<file path="src/rtl/sram_read_streamer_if.sv">
// SRAM read-bus and byte-stream signals for sram_read_streamer.
// master = streamer side, slave = SRAM + stream consumer side.
interface sram_read_streamer_if #(
  parameter int unsigned ADDR_W = 19,
  parameter int unsigned DATA_W = 8
);
  logic [ADDR_W-1:0] mem_adr;
  logic [DATA_W-1:0] mem_db;
  logic              ram_ce_n;
  logic              ram_oe_n;
  logic              ram_we_n;
  logic [DATA_W-1:0] out_data;
  logic              out_valid;
  logic              out_ready;

  modport master (
    output mem_adr, ram_ce_n, ram_oe_n, ram_we_n, out_data, out_valid,
    input  mem_db, out_ready
  );

  modport slave (
    input  mem_adr, ram_ce_n, ram_oe_n, ram_we_n, out_data, out_valid,
    output mem_db, out_ready
  );
endinterface

</file>
<file path="src/rtl/sram_read_streamer.sv">
// Sweeps an inclusive SRAM address range, samples each byte after a fixed access time
// and streams the bytes out through a small FIFO on a valid/ready interface.
module sram_read_streamer #(
  parameter int unsigned ADDR_W        = 19,
  parameter int unsigned DATA_W        = 8,
  parameter int unsigned ACCESS_CYCLES = 2,
  parameter int unsigned FIFO_DEPTH    = 2
) (
  input  logic                clk,
  input  logic                rst,
  input  logic                start,
  input  logic [ADDR_W-1:0]   start_addr,
  input  logic [ADDR_W-1:0]   last_addr,
  output logic                busy,
  output logic                done,
  output logic [ADDR_W:0]     byte_count,
  sram_read_streamer_if.master bus
);

  localparam int unsigned PtrW     = $clog2(FIFO_DEPTH);
  localparam logic [3:0]  WaitInit = 4'(ACCESS_CYCLES - 1);

  typedef enum logic [1:0] {StIdle, StRead, StDrain} state_e;

  state_e            r_state;
  logic [ADDR_W-1:0] r_adr;
  logic [ADDR_W-1:0] r_last;
  logic [3:0]        r_wait;
  logic              r_strobe_n;
  logic              r_busy;
  logic              r_done;
  logic [ADDR_W:0]   r_byte_count;

  logic [DATA_W-1:0] r_fifo [FIFO_DEPTH];
  logic [PtrW-1:0]   r_wptr;
  logic [PtrW-1:0]   r_rptr;
  logic [PtrW:0]     r_count;

  logic w_full;
  logic w_empty;
  logic w_push;
  logic w_pop;

  // Flags come straight from the registered occupancy, so a same-cycle pop never frees a slot.
  assign w_full  = (r_count == (PtrW+1)'(FIFO_DEPTH));
  assign w_empty = (r_count == '0);
  assign w_pop   = !w_empty && bus.out_ready;
  assign w_push  = (r_state == StRead) && (r_wait == 4'd0) && !w_full;

  always_ff @(posedge clk) begin
    if (rst) begin
      r_state      <= StIdle;
      r_adr        <= '0;
      r_last       <= '0;
      r_wait       <= 4'd0;
      r_strobe_n   <= 1'b1;
      r_busy       <= 1'b0;
      r_done       <= 1'b0;
      r_byte_count <= '0;
    end else begin
      r_done <= 1'b0;
      if (w_pop) begin
        r_byte_count <= r_byte_count + (ADDR_W+1)'(1);
      end
      unique case (r_state)
        StIdle: begin
          // A start coinciding with the done pulse belongs to the finished sweep.
          if (start && !r_done) begin
            r_last       <= last_addr;
            r_adr        <= start_addr;
            r_strobe_n   <= 1'b0;
            r_busy       <= 1'b1;
            r_byte_count <= '0;
            r_wait       <= WaitInit;
            r_state      <= StRead;
          end
        end
        StRead: begin
          if (r_wait != 4'd0) begin
            r_wait <= r_wait - 4'd1;
          end else if (w_push) begin
            if (r_adr == r_last) begin
              r_strobe_n <= 1'b1;
              r_state    <= StDrain;
            end else begin
              r_adr  <= r_adr + ADDR_W'(1);
              r_wait <= WaitInit;
            end
          end
        end
        StDrain: begin
          if (w_empty) begin
            r_done  <= 1'b1;
            r_busy  <= 1'b0;
            r_state <= StIdle;
          end
        end
        default: r_state <= StIdle;
      endcase
    end
  end

  always_ff @(posedge clk) begin
    if (rst) begin
      r_wptr  <= '0;
      r_rptr  <= '0;
      r_count <= '0;
    end else begin
      if (w_push) begin
        r_fifo[r_wptr] <= bus.mem_db;
        r_wptr         <= r_wptr + PtrW'(1);
      end
      if (w_pop) begin
        r_rptr <= r_rptr + PtrW'(1);
      end
      unique case ({w_push, w_pop})
        2'b10:   r_count <= r_count + (PtrW+1)'(1);
        2'b01:   r_count <= r_count - (PtrW+1)'(1);
        default: r_count <= r_count;
      endcase
    end
  end

  assign bus.mem_adr   = r_adr;
  assign bus.ram_ce_n  = r_strobe_n;
  assign bus.ram_oe_n  = r_strobe_n;
  assign bus.ram_we_n  = 1'b1;
  assign bus.out_data  = r_fifo[r_rptr];
  assign bus.out_valid = !w_empty;
  assign busy          = r_busy;
  assign done          = r_done;
  assign byte_count    = r_byte_count;

endmodule

</file>
<file path="src/flat_wrapper.sv">
// flat-port wrapper written by rule: the top's interface ports become plain ports
module sram_read_streamer_flat 
#(
  parameter int unsigned ADDR_W        = 19,
  parameter int unsigned DATA_W        = 8,
  parameter int unsigned ACCESS_CYCLES = 2,
  parameter int unsigned FIFO_DEPTH    = 2
)
  (clk, rst, start, start_addr, last_addr, busy, done, byte_count, bus_mem_adr, bus_ram_ce_n, bus_ram_oe_n, bus_ram_we_n, bus_out_data, bus_out_valid, bus_mem_db, bus_out_ready);
  sram_read_streamer_if #(.ADDR_W(ADDR_W), .DATA_W(DATA_W)) bus_i ();
  input  logic clk;
  input  logic rst;
  input  logic start;
  input  logic [ADDR_W-1:0] start_addr;
  input  logic [ADDR_W-1:0] last_addr;
  output logic busy;
  output logic done;
  output logic [ADDR_W:0] byte_count;
  output wire logic [$bits(bus_i.mem_adr)-1:0] bus_mem_adr;
  output wire logic [$bits(bus_i.ram_ce_n)-1:0] bus_ram_ce_n;
  output wire logic [$bits(bus_i.ram_oe_n)-1:0] bus_ram_oe_n;
  output wire logic [$bits(bus_i.ram_we_n)-1:0] bus_ram_we_n;
  output wire logic [$bits(bus_i.out_data)-1:0] bus_out_data;
  output wire logic [$bits(bus_i.out_valid)-1:0] bus_out_valid;
  input wire logic [$bits(bus_i.mem_db)-1:0] bus_mem_db;
  input wire logic [$bits(bus_i.out_ready)-1:0] bus_out_ready;
  assign bus_mem_adr = bus_i.mem_adr;
  assign bus_ram_ce_n = bus_i.ram_ce_n;
  assign bus_ram_oe_n = bus_i.ram_oe_n;
  assign bus_ram_we_n = bus_i.ram_we_n;
  assign bus_out_data = bus_i.out_data;
  assign bus_out_valid = bus_i.out_valid;
  assign bus_i.mem_db = bus_mem_db;
  assign bus_i.out_ready = bus_out_ready;
  sram_read_streamer #(.ADDR_W(ADDR_W), .DATA_W(DATA_W), .ACCESS_CYCLES(ACCESS_CYCLES), .FIFO_DEPTH(FIFO_DEPTH)) u_core (.clk(clk), .rst(rst), .start(start), .start_addr(start_addr), .last_addr(last_addr), .busy(busy), .done(done), .byte_count(byte_count), .bus(bus_i));
endmodule
</file>
<file path="config.mk">
export PLATFORM = sky130hd
export DESIGN_NAME = sram_read_streamer_flat
export DESIGN_NICKNAME = d
export VERILOG_FILES = /design/src/rtl/sram_read_streamer_if.sv /design/src/rtl/sram_read_streamer.sv /design/src/flat_wrapper.sv
export SDC_FILE = /design/constraint.sdc
export NUM_CORES = 1
export LEC_CHECK = 0
export CAP_MARGIN = 10
export CORE_AREA = 2 2 114 116
export CTS_BUF_LIST = sky130_fd_sc_hd__clkbuf_2
export DETAILED_ROUTE_END_ITERATION = 16
export DIE_AREA = 0 0 116 118
export GPL_ROUTABILITY_DRIVEN = 1
export PLACE_DENSITY_LB_ADDON = 0.15
export SLEW_MARGIN = 20
export SYNTH_ARGS = -nofsm -noshare
export SYNTH_HDL_FRONTEND = slang
export SYNTH_SLANG_ARGS = --single-unit
</file>
<file path="constraint.sdc">
create_clock -name clk -period 2.4 [get_ports clk]
set_clock_uncertainty 0.1 [all_clocks]
set_input_delay 0.72 -clock clk [delete_from_list [all_inputs] [get_ports clk]]
set_output_delay 0.72 -clock clk [all_outputs]
set_load 0.03 [all_outputs]
</file>
==> results.json <==
{
  "antenna_found_initial": 0,
  "clk_latency_ns": 0.58,
  "syn-num-nets": 534,
  "slew_viol_final": 0,
  "ioPinCount": 103,
  "synth_ff_type": "dfxtp_1",
  "layout-drive-gt1-share": 0.181,
  "final_area_um2": 5780,
  "grt_pass1_vias": 3645,
  "outcome": "complete, but fails checks",
  "area_growth_pct": 36.3,
  "crit_type": "reg2out",
  "cts-root-buf": "clkbuf_2",
  "antenna-diode-count": 0,
  "whs_ns": 0.383,
  "ys_ff_latch": 88,
  "cap_violations": 0,
  "cp.required_ns": 1.58,
  "fp.coreArea_um2": 12400,
  "fmax_mhz": 415,
  "grt_first_pass_wirelength_mm": 18.7,
  "die_h_um": 118,
  "fillers": 1279,
  "synth_async_sr_flop_share": 0,
  "worstPathMaxFanout": 6,
  "synth_most_common_cell": "nand2_1",
  "peakVddDrop_v": 0.000203,
  "yosys.area_share.xor_xnor": 0.0743,
  "total_power_mw": 3.58,
  "grt_max_degree": 27,
  "ys_types": 53,
  "worstMarginPinSlew_ns": 0.643,
  "place_congestion": 0.792,
  "hold_violations": 0,
  "yosysTopAreaCell": "dfxtp_1",
  "fin_ws_ns": -0.00798,
  "htreeDepth": 3,
  "cts.reportedPaths.clkPinSlew_ns": 0.25,
  "cts_tree": "yes",
  "port_buffers": 101,
  "final-setup-viol-count": 4,
  "ant_nets": 0,
  "dp.final_hpwl_mm": 8.54,
  "synth-edff-count": 16,
  "clock_path_buffers": 2,
  "rsz0062_at_grt": "yes",
  "synth.mux.area_fraction": 0.0448,
  "synth_area_leaders": "dfxtp_1 (34%), edfxtp_1 (11%), nand2_1 (6.5%)",
  "fin_crit_sh": 1.00,
  "fp.dieW_um": 116,
  "dp_cells": 767,
  "wire_per_inst_um": 15.0,
  "wl_mm": 11.8,
  "placed_area_um2": 5670,
  "yosysTopAreaCellShare": 0.340,
  "track_usage": 0.174,
  "grt_overflow": 0,
  "yosysSeqAreaShare": 0.453,
  "p_per_area_nw_per_um2": 620,
  "stdcell_count": 785,
  "synth_compound_area_frac": 0.141,
  "violations": "negative setup slack",
  "cts_buffers": 9,
  "p_leak_nw": 2.29,
  "nets": 663,
  "hold_class": "reg2reg",
  "vias": 3949,
  "die-area_um2": 13700,
  "start_kind": "flip-flop",
  "yosys-top-cells-count": "nand2_1 (73), dfxtp_1 (72), a21oi_1 (42)",
  "drtIter0Drc": 250,
  "drcViolationCount": 0,
  "yosysWarnings": 0,
  "worst_slew_margin_rel": 0.570,
  "firstDrtPassIters": 5,
  "fp-row-count": 41,
  "syn_area_um2": 4240,
  "end_kind": "output port",
  "postSynthCellCount": 479,
  "synth-simple-area-share": 0.237,
  "min_period_ns": 2.41,
  "synth.avg_cell_area_um2": 8.86,
  "start_util": 0.342,
  "synth_adder_area_share": 0.0147,
  "vias_per_cell": 5.03,
  "cp.arrival_ns": 1.59,
  "synth_top_family_by_area": "simple AND/OR/NAND/NOR gates",
  "clock_sinks": 88
}
## path summary, 6_finish.rpt
| kind | start | slack [ns] | end | cells after the start |
|---|---|---|---|---|
| setup reg to reg | u_core.r_wait[0] | 0.18 | u_core.bus.mem_adr[13] | 8 |
| hold / removal | u_core.r_last[17] | 0.38 | u_core.r_last[17] | 2 |
| hold reg to reg | u_core.r_last[17] | 0.38 | u_core.r_last[17] | 2 |
| setup / recovery | flip-flop | -0.008 | bus_out_data[2] | 3 |
## worst max-delay path, cell delays in order (launching register included)
cell	delay [ns]
dfxtp_4	0.46
buf_8	0.12
mux2_4	0.30
buf_6	0.14
## cell usage in the layout (no fill, tap or decap), types with 9 or more instances in the layout
| cell type | instances |
|---|---|
| nand2_1 | 73 |
| dfxtp_1 | 64 |
| clkdlybuf4s50_1 | 48 |
| a21oi_1 | 42 |
| buf_4 | 41 |
| nor2_1 | 39 |
| nand3_1 | 25 |
| dlygate4sd2_1 | 25 |
| xor2_1 | 24 |
| o21ai_0 | 22 |
| clkbuf_2 | 16 |
| edfxtp_1 | 16 |
| xnor2_1 | 12 |
| or3_1 | 11 |
| mux2i_1 | 10 |
| nand4_1 | 9 |
| o31ai_1 | 9 |
## sequential cells by signal (all words and copies together) (netlist names), named ones only
signal               flops
u_core.r_wait            4
u_core.r_rptr            1
u_core.r_count           2
u_core.r_wptr            1
u_core.done              1
u_core.byte_count       20
u_core.r_last           19
u_core.r_fifo           16
u_core.bus.ram_ce_n      1
u_core.busy              1
u_core.r_state           2
u_core.bus.mem_adr      19
## where the power goes
part	leakage (nW)	internal (mW)	switching, mW
Clock	0.0677	0.250	0.551
Combinational	1.48	0.497	0.562
Sequential	0.736	1.61	0.110
## layer usage
metal / routed length (µm) / global-route usage / up-vias
met2: 5420 / 0.269 / 112
met4: 111 / 0.0491 / 0
li1: - / - / 1944
met3: 598 / 0.0376 / 12
met5: 0 / 0 / -
met1: 5640 / 0.245 / 1881
## cells by family (layout without fill, tap and decap cells)
family / Yosys count / in the layout
flip-flops: 88 / 88
other: 1 / 1
multiplexers: 18 / 18
buffers and inverters: 32 / 166
adder cells (fa/ha/maj): 5 / 5
AO/OA/AOI/OAI: 99 / 99
XOR/XNOR: 36 / 36
AND/OR/NAND/NOR: 200 / 200
## layout make-up
class / count / area, µm² / area share
Clock buffer: 10 / 50.0 / 0.00865
Sequential cell: 88 / 1930 / 0.334
Multi-Input combinational cell: 359 / 2200 / 0.380
Clock inverter: 6 / 68.8 / 0.0119
Timing Repair Buffer: 143 / 1290 / 0.223
Inverter: 7 / 26.3 / 0.00454
Tap cell: 172 / 215 / 0.0372
## repair_timing
action / CTS / global route
pin swaps: 0 / 1
endpoints found under the setup margin: 52 / 30
buffers inserted: 2 / 1
hold buffers: 0 / 0
gates resized for setup: 124 / 27
## metrics by stage
step	utilization	setup TNS (ns)	worst slack (ns)
after floorplan	-	0	0.111
after global placement	0.457	-0.436	-0.171
after detailed placement	0.457	-0.671	-0.197
after CTS	0.467	-0.766	-0.169
after global routing	0.466	-0.661	-0.123
final	0.466	-0.0199	-0.00798
No activity file was read; power rests on OpenSTA's default activity.
